--- config.mk ---
export PLATFORM = sky130hd
export DESIGN_NAME = pipeline_hazard_ctrl_flat
export DESIGN_NICKNAME = d
export VERILOG_FILES = /design/src/rtl/pipeline_hazard_ctrl_if.sv /design/src/rtl/pipeline_hazard_ctrl.sv /design/src/flat_wrapper.sv
export SDC_FILE = /design/constraint.sdc
export NUM_CORES = 1
export LEC_CHECK = 0
export CORE_MARGIN = 10
export CORE_UTILIZATION = 38
export DETAILED_ROUTE_END_ITERATION = 10
export PLACE_DENSITY = 0.63
export SLEW_MARGIN = 20
export SYNTH_ARGS = -nofsm -noshare
export SYNTH_HDL_FRONTEND = slang
export SYNTH_SLANG_ARGS = --single-unit
--- constraint.sdc ---
create_clock -name clk -period 5.57 [get_ports clk]
set_input_delay 1.671 -clock clk [delete_from_list [all_inputs] [get_ports clk]]
set_output_delay 1.671 -clock clk [all_outputs]
set_load 0.02 [all_outputs]
--- src/rtl/pipeline_hazard_ctrl_if.sv ---
// Hazard-control bundle between the ID/IX pipeline datapath and pipeline_hazard_ctrl.
// master = pipeline side (drives hazard status), slave = hazard controller.
interface pipeline_hazard_ctrl_if #(
  parameter int unsigned REG_AW = 5,
  parameter int unsigned CNT_W  = 16
);
  logic              id_valid;
  logic [REG_AW-1:0] id_rs1;
  logic              id_rs1_used;
  logic [REG_AW-1:0] id_rs2;
  logic              id_rs2_used;
  logic              ix_is_load;
  logic [REG_AW-1:0] ix_rd;
  logic              ix_br_taken;
  logic              ix_mc_busy;
  logic              pc_we;
  logic              if_id_we;
  logic              if_id_flush;
  logic              id_ix_we;
  logic              id_ix_bubble;
  logic [CNT_W-1:0]  stall_cnt;
  logic [CNT_W-1:0]  flush_cnt;
  logic              busy;

  modport master (
    output id_valid, id_rs1, id_rs1_used, id_rs2, id_rs2_used,
    output ix_is_load, ix_rd, ix_br_taken, ix_mc_busy,
    input  pc_we, if_id_we, if_id_flush, id_ix_we, id_ix_bubble,
    input  stall_cnt, flush_cnt, busy
  );

  modport slave (
    input  id_valid, id_rs1, id_rs1_used, id_rs2, id_rs2_used,
    input  ix_is_load, ix_rd, ix_br_taken, ix_mc_busy,
    output pc_we, if_id_we, if_id_flush, id_ix_we, id_ix_bubble,
    output stall_cnt, flush_cnt, busy
  );
endinterface

--- src/rtl/pipeline_hazard_ctrl.sv ---
// IF/ID and ID/IX sequencing: load-use bubbles, taken-branch squash, multicycle freeze,
// plus saturating stall/flush performance counters.
module pipeline_hazard_ctrl #(
  parameter int unsigned REG_AW       = 5,
  parameter int unsigned FLUSH_CYCLES = 2,
  parameter int unsigned CNT_W        = 16
) (
  input  logic                 clk,
  input  logic                 rst_n,
  pipeline_hazard_ctrl_if.slave hz
);

  localparam int unsigned FC_W = 3;

  typedef enum logic [1:0] {
    S_RUN    = 2'd0,
    S_FLUSH  = 2'd1,
    S_MCWAIT = 2'd2
  } state_t;

  state_t            state_q, state_d;
  logic [FC_W-1:0]   cnt_q, cnt_d;
  logic [CNT_W-1:0]  stall_q, flush_q;
  logic              stall_inc, flush_inc;
  logic              ld_hz;
  logic              pc_we_c, if_id_we_c, if_id_flush_c, id_ix_we_c, id_ix_bubble_c;

  // Register 0 is hard-wired, so a load targeting it never creates a dependency.
  assign ld_hz = hz.id_valid & hz.ix_is_load & (hz.ix_rd != '0) &
                 ((hz.id_rs1_used & (hz.id_rs1 == hz.ix_rd)) |
                  (hz.id_rs2_used & (hz.id_rs2 == hz.ix_rd)));

  always_comb begin
    state_d        = state_q;
    cnt_d          = cnt_q;
    pc_we_c        = 1'b1;
    if_id_we_c     = 1'b1;
    id_ix_we_c     = 1'b1;
    if_id_flush_c  = 1'b0;
    id_ix_bubble_c = 1'b0;
    stall_inc      = 1'b0;
    flush_inc      = 1'b0;

    unique case (state_q)
      S_RUN: begin
        if (hz.ix_br_taken) begin
          if_id_flush_c  = 1'b1;
          id_ix_bubble_c = 1'b1;
          flush_inc      = 1'b1;
          if (FLUSH_CYCLES > 1) begin
            state_d = S_FLUSH;
            cnt_d   = FC_W'(FLUSH_CYCLES - 1);
          end
        end else if (hz.ix_mc_busy) begin
          pc_we_c    = 1'b0;
          if_id_we_c = 1'b0;
          id_ix_we_c = 1'b0;
          stall_inc  = 1'b1;
          state_d    = S_MCWAIT;
        end else if (ld_hz) begin
          pc_we_c        = 1'b0;
          if_id_we_c     = 1'b0;
          id_ix_bubble_c = 1'b1;
          stall_inc      = 1'b1;
        end
      end
      S_FLUSH: begin
        if_id_flush_c  = 1'b1;
        id_ix_bubble_c = 1'b1;
        cnt_d          = cnt_q - FC_W'(1);
        if (cnt_q <= FC_W'(1)) state_d = S_RUN;
      end
      S_MCWAIT: begin
        if (hz.ix_mc_busy) begin
          pc_we_c    = 1'b0;
          if_id_we_c = 1'b0;
          id_ix_we_c = 1'b0;
          stall_inc  = 1'b1;
        end else begin
          state_d = S_RUN;
          // The instruction released from ID may still depend on a load now in IX.
          if (ld_hz) begin
            pc_we_c        = 1'b0;
            if_id_we_c     = 1'b0;
            id_ix_bubble_c = 1'b1;
            stall_inc      = 1'b1;
          end
        end
      end
      default: state_d = S_RUN;
    endcase

    // While reset is held the pipeline free-runs regardless of hazard inputs.
    if (!rst_n) begin
      pc_we_c        = 1'b1;
      if_id_we_c     = 1'b1;
      id_ix_we_c     = 1'b1;
      if_id_flush_c  = 1'b0;
      id_ix_bubble_c = 1'b0;
    end
  end

  always_ff @(posedge clk or negedge rst_n) begin
    if (!rst_n) begin
      state_q <= S_RUN;
      cnt_q   <= '0;
      stall_q <= '0;
      flush_q <= '0;
    end else begin
      state_q <= state_d;
      cnt_q   <= cnt_d;
      if (stall_inc && (stall_q != '1)) stall_q <= stall_q + CNT_W'(1);
      if (flush_inc && (flush_q != '1)) flush_q <= flush_q + CNT_W'(1);
    end
  end

  assign hz.pc_we        = pc_we_c;
  assign hz.if_id_we     = if_id_we_c;
  assign hz.if_id_flush  = if_id_flush_c;
  assign hz.id_ix_we     = id_ix_we_c;
  assign hz.id_ix_bubble = id_ix_bubble_c;
  assign hz.stall_cnt    = stall_q;
  assign hz.flush_cnt    = flush_q;
  assign hz.busy         = (state_q != S_RUN);

endmodule

--- src/flat_wrapper.sv ---
// flat-port wrapper written by rule: the top's interface ports become plain ports
module pipeline_hazard_ctrl_flat 
#(
  parameter int unsigned REG_AW       = 5,
  parameter int unsigned FLUSH_CYCLES = 2,
  parameter int unsigned CNT_W        = 16
)
  (clk, rst_n, hz_id_valid, hz_id_rs1, hz_id_rs1_used, hz_id_rs2, hz_id_rs2_used, hz_ix_is_load, hz_ix_rd, hz_ix_br_taken, hz_ix_mc_busy, hz_pc_we, hz_if_id_we, hz_if_id_flush, hz_id_ix_we, hz_id_ix_bubble, hz_stall_cnt, hz_flush_cnt, hz_busy);
  pipeline_hazard_ctrl_if #(.REG_AW(REG_AW), .CNT_W(CNT_W)) hz_i ();
  input  logic clk;
  input  logic rst_n;
  input wire logic [$bits(hz_i.id_valid)-1:0] hz_id_valid;
  input wire logic [$bits(hz_i.id_rs1)-1:0] hz_id_rs1;
  input wire logic [$bits(hz_i.id_rs1_used)-1:0] hz_id_rs1_used;
  input wire logic [$bits(hz_i.id_rs2)-1:0] hz_id_rs2;
  input wire logic [$bits(hz_i.id_rs2_used)-1:0] hz_id_rs2_used;
  input wire logic [$bits(hz_i.ix_is_load)-1:0] hz_ix_is_load;
  input wire logic [$bits(hz_i.ix_rd)-1:0] hz_ix_rd;
  input wire logic [$bits(hz_i.ix_br_taken)-1:0] hz_ix_br_taken;
  input wire logic [$bits(hz_i.ix_mc_busy)-1:0] hz_ix_mc_busy;
  output wire logic [$bits(hz_i.pc_we)-1:0] hz_pc_we;
  output wire logic [$bits(hz_i.if_id_we)-1:0] hz_if_id_we;
  output wire logic [$bits(hz_i.if_id_flush)-1:0] hz_if_id_flush;
  output wire logic [$bits(hz_i.id_ix_we)-1:0] hz_id_ix_we;
  output wire logic [$bits(hz_i.id_ix_bubble)-1:0] hz_id_ix_bubble;
  output wire logic [$bits(hz_i.stall_cnt)-1:0] hz_stall_cnt;
  output wire logic [$bits(hz_i.flush_cnt)-1:0] hz_flush_cnt;
  output wire logic [$bits(hz_i.busy)-1:0] hz_busy;
  assign hz_i.id_valid = hz_id_valid;
  assign hz_i.id_rs1 = hz_id_rs1;
  assign hz_i.id_rs1_used = hz_id_rs1_used;
  assign hz_i.id_rs2 = hz_id_rs2;
  assign hz_i.id_rs2_used = hz_id_rs2_used;
  assign hz_i.ix_is_load = hz_ix_is_load;
  assign hz_i.ix_rd = hz_ix_rd;
  assign hz_i.ix_br_taken = hz_ix_br_taken;
  assign hz_i.ix_mc_busy = hz_ix_mc_busy;
  assign hz_pc_we = hz_i.pc_we;
  assign hz_if_id_we = hz_i.if_id_we;
  assign hz_if_id_flush = hz_i.if_id_flush;
  assign hz_id_ix_we = hz_i.id_ix_we;
  assign hz_id_ix_bubble = hz_i.id_ix_bubble;
  assign hz_stall_cnt = hz_i.stall_cnt;
  assign hz_flush_cnt = hz_i.flush_cnt;
  assign hz_busy = hz_i.busy;
  pipeline_hazard_ctrl #(.REG_AW(REG_AW), .FLUSH_CYCLES(FLUSH_CYCLES), .CNT_W(CNT_W)) u_core (.clk(clk), .rst_n(rst_n), .hz(hz_i));
endmodule
## Word level (Yosys, flattened, before mapping)

Cells that the tools add are included.

| word-level totals | value |
|---|---|
| RAM bits | 0 |
| memory bits (read-only) | 0 |
| logic and storage cells | 60 |
| bits of input ports | 23 |
| register bits | 37 |
| output and inout bits | 38 |
| memories kept | 0 |
| latch bits | 0 |

| operators by class | value |
|---|---|
| $add $sub $neg | 3 |
| bitwise logic cells | 6 |
| div/mod/pow operators | 0 |
| mux-type cells | 28 |
| reduce and logical (&&, ||, !) cells | 8 |
| multiply operators | 0 |
| equal/unequal tests | 10 |
| shift operators | 0 |
| magnitude comparators | 1 |

Operator list:

| operator | count |
|---|---|
| $add 16x1->16 const B | 2 |
| $ne 16x16->1 const B | 2 |
| $mux 1 | 16 |
| $eq 5x5->1 | 2 |
| $mux 2 | 4 |
| $pmux 1 s2 | 4 |
| $pmux 2 s3 | 1 |
| $pmux 3 s2 | 1 |
| $and 1x1->1 | 5 |
| $reduce_bool 5->1 | 1 |
| $ne 2x2->1 const B | 2 |
| $reduce_bool 2->1 | 2 |
| $le 3x1->1 const B | 1 |
| $mux 3 | 1 |
| $ne 3x3->1 const B | 1 |
| $pmux 1 s3 | 1 |
| $reduce_and 3->1 | 1 |
| $sub 3x1->3 const B | 1 |
| $eq 2x1->1 const B | 1 |
| $eq 2x2->1 const B | 1 |
| $logic_and 1x1->1 | 2 |
| $logic_not 2->1 | 1 |
| $ne 2x1->1 const B | 1 |
| $reduce_and 2->1 | 1 |
| $or 1x1->1 | 1 |

## Depth between registers and ports, before layout

Gate-level depths: netlist of run 1.

| depth | value |
|---|---|
| word-level depth | 9 |
| mapped depth | 7 |
| depth with buffers taken out | 7 |

## Worst setup path before layout of run 1

No wires, ideal clock.

| timing | value |
|---|---|
| kind | input to output |
| from | in hz_ix_rd[1] |
| to | out hz_pc_we |
| required time | 3,899 ps |
| arrival | 3,080 ps |
| cell stages on the path | 6 |
| slack | 819 ps |
| buffers on the path | 2 |
| path through | or3_1 o311a_1 a21oi_2 buf_4 or3_1 buf_4 |

| on the way | value |
|---|---|
| word-level cells in the longest chain between the ends | 9 |
| elaborated cells on any way between the ends | 13 |
| those cells by class | eq/ne (2); mux (5); bitwise (5); reduce/logical (1) |

Ends and longest elaborated chain:

| item | RTL line | text |
|---|---|---|
| from (decl) | flat_wrapper.sv:18 | `input wire logic [$bits(hz_i.ix_rd)-1:0] hz_ix_rd;` |
| $eq 5x5->1, on equally long branches | pipeline_hazard_ctrl.sv:30, pipeline_hazard_ctrl.sv:31 |  |
| $and 1x1->1, on equally long branches | pipeline_hazard_ctrl.sv:30, pipeline_hazard_ctrl.sv:31 |  |
| $or 1x1->1 | pipeline_hazard_ctrl.sv:30 | `((hz.id_rs1_used & (hz.id_rs1 == hz.ix_rd)) \|` |
| $and 1x1->1 * | pipeline_hazard_ctrl.sv:29 | `assign ld_hz = hz.id_valid & hz.ix_is_load & (hz.ix_rd != '0) &` |
| $mux 1 * (2 in series) | n/a |  |
| $mux 1 | n/a |  |
| $pmux 1 s2 * | n/a |  |
| $mux 1 * | n/a |  |
| to (decl) | flat_wrapper.sv:21 | `output wire logic [$bits(hz_i.pc_we)-1:0] hz_pc_we;` |

Every way passes the cells marked *; elsewhere a longest branch is shown, timed or not.

## Final worst setup path of run 1

| timing | value |
|---|---|
| from | in hz_ix_rd[1] |
| to | out hz_pc_we |

| on the way | value |
|---|---|
| word-level cells in the longest chain between the ends | 9 |
| elaborated cells on any way between the ends | 13 |
| those cells by class | eq/ne (2); mux (5); bitwise (5); reduce/logical (1) |

Ends and longest elaborated chain:

| item | RTL line | text |
|---|---|---|
| $eq 5x5->1, on equally long branches | pipeline_hazard_ctrl.sv:30, pipeline_hazard_ctrl.sv:31 |  |
| $and 1x1->1, on equally long branches | pipeline_hazard_ctrl.sv:30, pipeline_hazard_ctrl.sv:31 |  |
| $or 1x1->1 | pipeline_hazard_ctrl.sv:30 |  |
| $and 1x1->1 * | pipeline_hazard_ctrl.sv:29 |  |
| $mux 1 * | pipeline_hazard_ctrl.sv:60, pipeline_hazard_ctrl.sv:82 |  |
| $mux 1 * | pipeline_hazard_ctrl.sv:54 | `end else if (hz.ix_mc_busy) begin` |
| $mux 1 | pipeline_hazard_ctrl.sv:46 | `if (hz.ix_br_taken) begin` |
| $pmux 1 s2 * | pipeline_hazard_ctrl.sv:44 | `unique case (state_q)` |
| $mux 1 * | pipeline_hazard_ctrl.sv:94 | `if (!rst_n) begin` |

Marks and branches as above.

==> metrics.yaml, run 1 <==
timing.hold.worst.class: "flop to flop"
asyncSetResetFlopFracSynth_pct: 100
cp_data_required_time_ps: 3900
critical_path.max_fanout: 3
post_synth_main_area_contributors: "sky130_fd_sc_hd__dfrtp_1 (47%), sky130_fd_sc_hd__xnor2_1 (10%), sky130_fd_sc_hd__xor2_1 (6.6%)"
antenna_found_initial: 0
timing.rr.end: "u_core.hz.stall_cnt[13]$_DFFE_PN0P_"
finish.net_count: 286
cellPowerDensity_nw_per_um2: 328
drtPass1Iterations: 4
drt.antenna.violating_nets: 0
crit-reg2reg-launch: "u_core.hz.stall_cnt[0]$_DFFE_PN0P_"
numCtsBuffers: 5
dp.final_hpwl_microns: 3530
grt_pass1_vias: 1644
clock_tree.htree_level_count: 2
mappedNetlistArea_sq_um: 1990
place_congestion: 0.787
netlist-cell-type-count: 43
synth_top_cell_by_area: "sky130_fd_sc_hd__dfrtp_1"
final_count_of_hold_timing_violations: 0
clk_transition_reported_paths_ps: 60
starting_density_pct: 39.1
clockBufferDepth: 2
antennaDiodeCount: 0
timing.critical_path.to_type: "output pin"
synth-seq-cells: 37
final_common_cell: "sky130_fd_sc_hd__clkdlybuf4s50_1"
yosys_warnings: 0
grt_first_pass_wirelength_microns: 7780
track_usage_pct: 11.1
clock_tree_from_tritoncts: "done"
ir_drop_uv: 216
postSynthAreaPerCell_sq_um: 10.3
max_slew.worst_pin.slew_ps: 468
clock_tree.root_cell: "sky130_fd_sc_hd__clkbuf_8"
number_of_synthesized_flops_with_an_enable_pin: 0
clock-skew-final_ps: 3.87
most-common-layout-cells: "sky130_fd_sc_hd__clkdlybuf4s50_1 (58), sky130_fd_sc_hd__dfrtp_1 (37), sky130_fd_sc_hd__xnor2_1 (23)"
dieHeight_microns: 92.3
critPathLaunchType: "input port"
power.leakage_nw: 1.15
run_status: "finished, final reports clean"
timing.critical_path.cells: "clkdlybuf4s50_1, or3_1, o311a_1, a21oi_2, or3_1, clkdlybuf4s50_1"
critPathArrivalTime_ps: 3790
ys_dominant_reg_cell: "sky130_fd_sc_hd__dfrtp_1"
post-route-period-util_pct: 98.0
finalPower_w: 0.000903
synth_top_area_share_pct: 46.6
die_area_sq_um: 8520
grt_start_max_net_pins: 39
cpLargestDelayFamily: "buffers and inverters"
drt_first_iter_violations: 43
io_buffer_count: 60
regToRegSetupSlack_ps: 3400
worstPathBufferInverterCount: 2
timing.max_slew.rel_slack_pct: 68.6
drc_violations: 0
setup_total_negative_slack_ps: 0
fp.coreArea_sq_um: 5070
setup_repair_after_global_routing_missed_its_margin: "false"
finalCriticalPeriod_ps: 5460
critical_path_depth: 6
globalRouteOverflowTotal: 0
slew_violations: 0
cts_num_sinks: 37
worstSetupStartpoint: "hz_ix_rd[1]"
crit_end: "hz_pc_we"
post_synth_inst_count: 192
standard_cell_rows: 26
worst_path_max_delay_cell: "sky130_fd_sc_hd__clkdlybuf4s50_1"
drt-total-wl_microns: 4530
fmax_ghz: 0.183
via_count: 1550
routed_via_density: 4.73
crit_type: "input port to output pin"
cts_hold_buf: 0
setup_viol: 0
seq_area_frac_synth_pct: 46.6
drive_gt1_share_pct: 8.91
area_growth_pct: 38.4
num_io_pins: 61
dieWidth_microns: 92.3
worst_r2r_path_depth: 7
postSynthNetCount: 219
max-cap-violations: 0
layout.core_utilization_pct: 54.2
worst_path_largest_cell_delay_ps: 610
wl_per_cell_microns: 13.8
insertion_delay_ps: 280
report_power, final:
| part | internal [W] | switching (W) | total (W) |
|---|---|---|---|
| combinational | 0.000170 | 0.000175 | 0.000345 |
| clock | 0.0000821 | 0.0000833 | 0.000165 |
| sequential | 0.000322 | 0.0000709 | 0.000393 |
| total | 0.000574 | 0.000329 | 0.000903 |
cells by family after synthesis:
kind of cell,after synthesis,synth area share (%)
DFF,37,46.6
xor gates and xnor gates,38,16.8
muxes,4,2.39
and+or+nand+nor,79,20.6
adders and majority gates,4,2.52
buffers and inverters,13,2.84
AOI/OAI and AO/OA,17,8.26
sequential cells by signal, summed over array words and instances, names as in the netlist:
name	flops
u_core.hz.flush_cnt	16
u_core.state_q	2
u_core.cnt_q	3
u_core.hz.stall_cnt	16
final cells by class:
class	instances	area (sq um)
clock inverter	1	5.00
tap	70	87.6
multi-input combinational	142	1000
fill	485	2330
clock buffer	5	68.8
timing repair buffer	63	621
sequential	37	926
inverter	10	37.5
worst min-delay path by stage:
stage | startpoint | to | depth (start not counted)
after global placement | u_core.hz.flush_cnt[14]$_DFFE_PN0P_ | u_core.hz.flush_cnt[14]$_DFFE_PN0P_ | 1
final | u_core.hz.flush_cnt[12]$_DFFE_PN0P_ | u_core.hz.flush_cnt[12]$_DFFE_PN0P_ | 1
after floorplan | u_core.cnt_q[1]$_DFFE_PN0P_ | u_core.cnt_q[1]$_DFFE_PN0P_ | 2
after detailed placement | u_core.hz.flush_cnt[9]$_DFFE_PN0P_ | u_core.hz.flush_cnt[9]$_DFFE_PN0P_ | 1
after global routing | u_core.hz.flush_cnt[6]$_DFFE_PN0P_ | u_core.hz.flush_cnt[6]$_DFFE_PN0P_ | 1
after CTS | u_core.hz.flush_cnt[6]$_DFFE_PN0P_ | u_core.hz.flush_cnt[6]$_DFFE_PN0P_ | 1
cells in the mapped netlist (4+ instances only):
cell type and instances:
sky130_fd_sc_hd__dfrtp_1 37, sky130_fd_sc_hd__xnor2_1 23, sky130_fd_sc_hd__nand2_1 19, sky130_fd_sc_hd__nand3_1 15, sky130_fd_sc_hd__nor2_1 15, sky130_fd_sc_hd__xor2_1 15
sky130_fd_sc_hd__inv_1 10, sky130_fd_sc_hd__and3_1 6, sky130_fd_sc_hd__nor3_1 5, sky130_fd_sc_hd__ha_1 4, sky130_fd_sc_hd__nand4_1 4, sky130_fd_sc_hd__o21ai_0 4
per-layer routing:
| metal | routed length (microns) | GRT usage [%] | vias up |
|---|---|---|---|
| met5 | 0 | 0 | - |
| met4 | 59 | 3.86 | 0 |
| met3 | 367 | 4.97 | 7 |
| met2 | 2080 | 17.6 | 44 |
| met1 | 2030 | 12.9 | 710 |
| li1 | - | - | 789 |
metrics by stage:
step	hold slack [ps]	instance area, sq um	cells	worst slack, ps
after global placement	481	2670	322	98.5
final	488	2750	328	109
after global routing	518	2750	328	4.92
after CTS	498	2750	328	96.3
after floorplan	472	1990	192	819
after detailed placement	482	2670	322	101
timing repair:
item	CTS	global route
setup endpoints to repair	0	2
hold endpoints to repair	0	0
gates resized for setup	0	1
buffers inserted	0	0
(Power assumes the default switching activity.)
==> inputs of run 2 (changes only) <==
--- a/config.mk
+++ b/config.mk
@@ -5,7 +5,7 @@
 export SDC_FILE = /design/constraint.sdc
 export NUM_CORES = 1
 export LEC_CHECK = 0
-export CORE_MARGIN = 10
+export CORE_MARGIN = 2
 export CORE_UTILIZATION = 38
 export DETAILED_ROUTE_END_ITERATION = 10
 export PLACE_DENSITY = 0.63
==> metrics.yaml, run 2 (same netlist as run 1, synthesis figures left out) <==
worstSetupStartpoint: "hz_ix_rd[1]"
globalRouteOverflowTotal: 0
gr-max-usage-layer: "met2"
register_area_sq_um: 926
slew_violations: 0
timing.critical_path.to_type: "output pin"
clock-skew-final_ps: 4.64
drive_gt1_share_pct: 8.85
post_cts.repair.setup_buffers: 0
final_count_of_hold_timing_violations: 0
drt.antenna.violating_nets: 0
grt_start_max_net_pins: 39
drc_violations: 0
cts_num_sinks: 37
cpLargestDelayFamily: "buffers and inverters"
multi_input_area_sq_um: 1000
cts_hold_buf: 0
hold_path_startpoint: "u_core.hz.flush_cnt[9]$_DFFE_PN0P_"
timing.max_slew.rel_slack_pct: 68.3
starting_density_pct: 39.1
track_usage_pct: 15.3
antennaDiodeCount: 0
antenna_found_initial: 0
layout_setup_ws_ps: 242
drt_first_iter_violations: 33
clockBufferDepth: 2
critical_path.max_fanout: 3
ir_drop_uv: 267
via_count: 1602
drtPass1Iterations: 4
clock_tree.root_cell: "sky130_fd_sc_hd__clkbuf_8"
regToRegSetupSlack_ps: 3390
worst_path_max_delay_cell: "sky130_fd_sc_hd__clkdlybuf4s50_1"
numCtsBuffers: 5
final-instance-count-excl-fill: 330
critPathArrivalTime_ps: 3660
crit_type: "input port to output pin"
most-common-layout-cells: "sky130_fd_sc_hd__clkdlybuf4s50_1 (57), sky130_fd_sc_hd__dfrtp_1 (37), sky130_fd_sc_hd__xnor2_1 (23)"
standard_cell_rows: 26
wl_per_cell_microns: 12.7
setup_viol: 0
worst_r2r_path_depth: 7
final_common_cell: "sky130_fd_sc_hd__clkdlybuf4s50_1"
post-route-period-util_pct: 95.7
timing.critical_path.cells: "clkdlybuf4s50_1, or3_1, o311a_1, a31o_2, clkdlybuf4s50_1"
worstPathBufferInverterCount: 2
nFillCells: 498
fp.coreArea_sq_um: 5070
cellPowerDensity_nw_per_um2: 333
timing.rr.end: "u_core.hz.stall_cnt[13]$_DFFE_PN0P_"
dieHeight_microns: 76.3
run_status: "finished, final reports clean"
clock_tree.htree_level_count: 2
global_route.usage.met1_pct: 18.9
cp_data_required_time_ps: 3900
crit-reg2reg-launch: "u_core.hz.stall_cnt[0]$_DFFE_PN0P_"
grt_pass1_vias: 1583
die_area_sq_um: 5820
timing.hold.worst.class: "flop to flop"
layout.core_utilization_pct: 54.4
place_congestion: 0.785
post-place-ws_ps: 93.6
critPathLaunchType: "input port"
grt_first_pass_wirelength_microns: 7210
worst_path_largest_cell_delay_ps: 530
finalCriticalPeriod_ps: 5330
io_buffer_count: 60
max_slew.worst_pin.slew_ps: 471
num_io_pins: 61
dp.final_hpwl_microns: 3100
groute.layer.met3.usage_pct: 5.09
setup_repair_after_global_routing_missed_its_margin: "false"
most_frequent_cell_on_the_critical_path: "sky130_fd_sc_hd__clkdlybuf4s50_1"
dpl.cell_count: 322
routed_via_density: 4.85
clk_transition_reported_paths_ps: 70
power.leakage_nw: 1.15
insertion_delay_ps: 290
setup_total_negative_slack_ps: 0
finish.net_count: 286
max-cap-violations: 0
area_growth_pct: 39.1
hold_end: "u_core.hz.flush_cnt[9]$_DFFE_PN0P_"
holdPathStages: 1
use_met2_pct: 25.4
fmax_ghz: 0.188
drt-total-wl_microns: 4190
clock_tree_from_tritoncts: "done"
dieWidth_microns: 76.3
[run 2: worst max-delay path by stage]
| stage | depth (start not counted) | slack, ps | end |
|---|---|---|---|
| final | 5 | 240 | hz_id_ix_bubble |
| after CTS | 6 | 90 | hz_if_id_we |
| after detailed placement | 6 | 90 | hz_if_id_we |
| after global routing | 5 | 160 | hz_id_ix_bubble |
| after floorplan | 6 | 820 | hz_pc_we |
| after global placement | 6 | 110 | hz_if_id_we |
[run 2: repair_timing]
action	in CTS	in global routing
endpoints found under the setup margin	0	2
hold endpoints to repair	0	0
resized for setup	0	2
[run 2: per-layer routing]
metal,part of all wire [%],up-vias
met3,5.4,5
met1,46,769
met2,48,36
met4,1.1,0
met5,0,-
li1,-,792
[run 2: area by class of cell]
| class | instances | area share (%) |
|---|---|---|
| tap | 70 | 3.17 |
| multi-input combinational | 142 | 36.3 |
| clock buffer | 7 | 2.76 |
| clock inverter | 1 | 0.272 |
| timing repair buffer | 63 | 22.6 |
| inverter | 10 | 1.36 |
| sequential | 37 | 33.5 |
[run 2: power breakdown]
part	internal [W]	switching [W]	leakage (nW)	total [W]
clock	0.0000886	0.0000953	0.0385	0.000184
combinational	0.000170	0.000173	0.639	0.000343
sequential	0.000321	0.0000701	0.470	0.000392
[run 2: through the flow]
step	power [W]	instance area [sq um]	hold slack, ps
2_1_floorplan	0.000584	1990	472
3_3_place_gp	0.000740	2670	481
3_5_place_dp	0.000743	2670	478
4_1_cts	0.000932	2760	496
5_1_grt	0.000982	2760	521
6_report	0.000919	2760	492
==> inputs of run 3 (changes only) <==
--- a/config.mk
+++ b/config.mk
@@ -9,6 +9,7 @@
 export CORE_UTILIZATION = 38
 export DETAILED_ROUTE_END_ITERATION = 10
 export PLACE_DENSITY = 0.63
+export SKIP_LAST_GASP = 1
 export SLEW_MARGIN = 20
 export SYNTH_ARGS = -nofsm -noshare
 export SYNTH_HDL_FRONTEND = slang
==> results of run 3 <==
No change in the layout: final DEF, timing and power equal those of run 2.
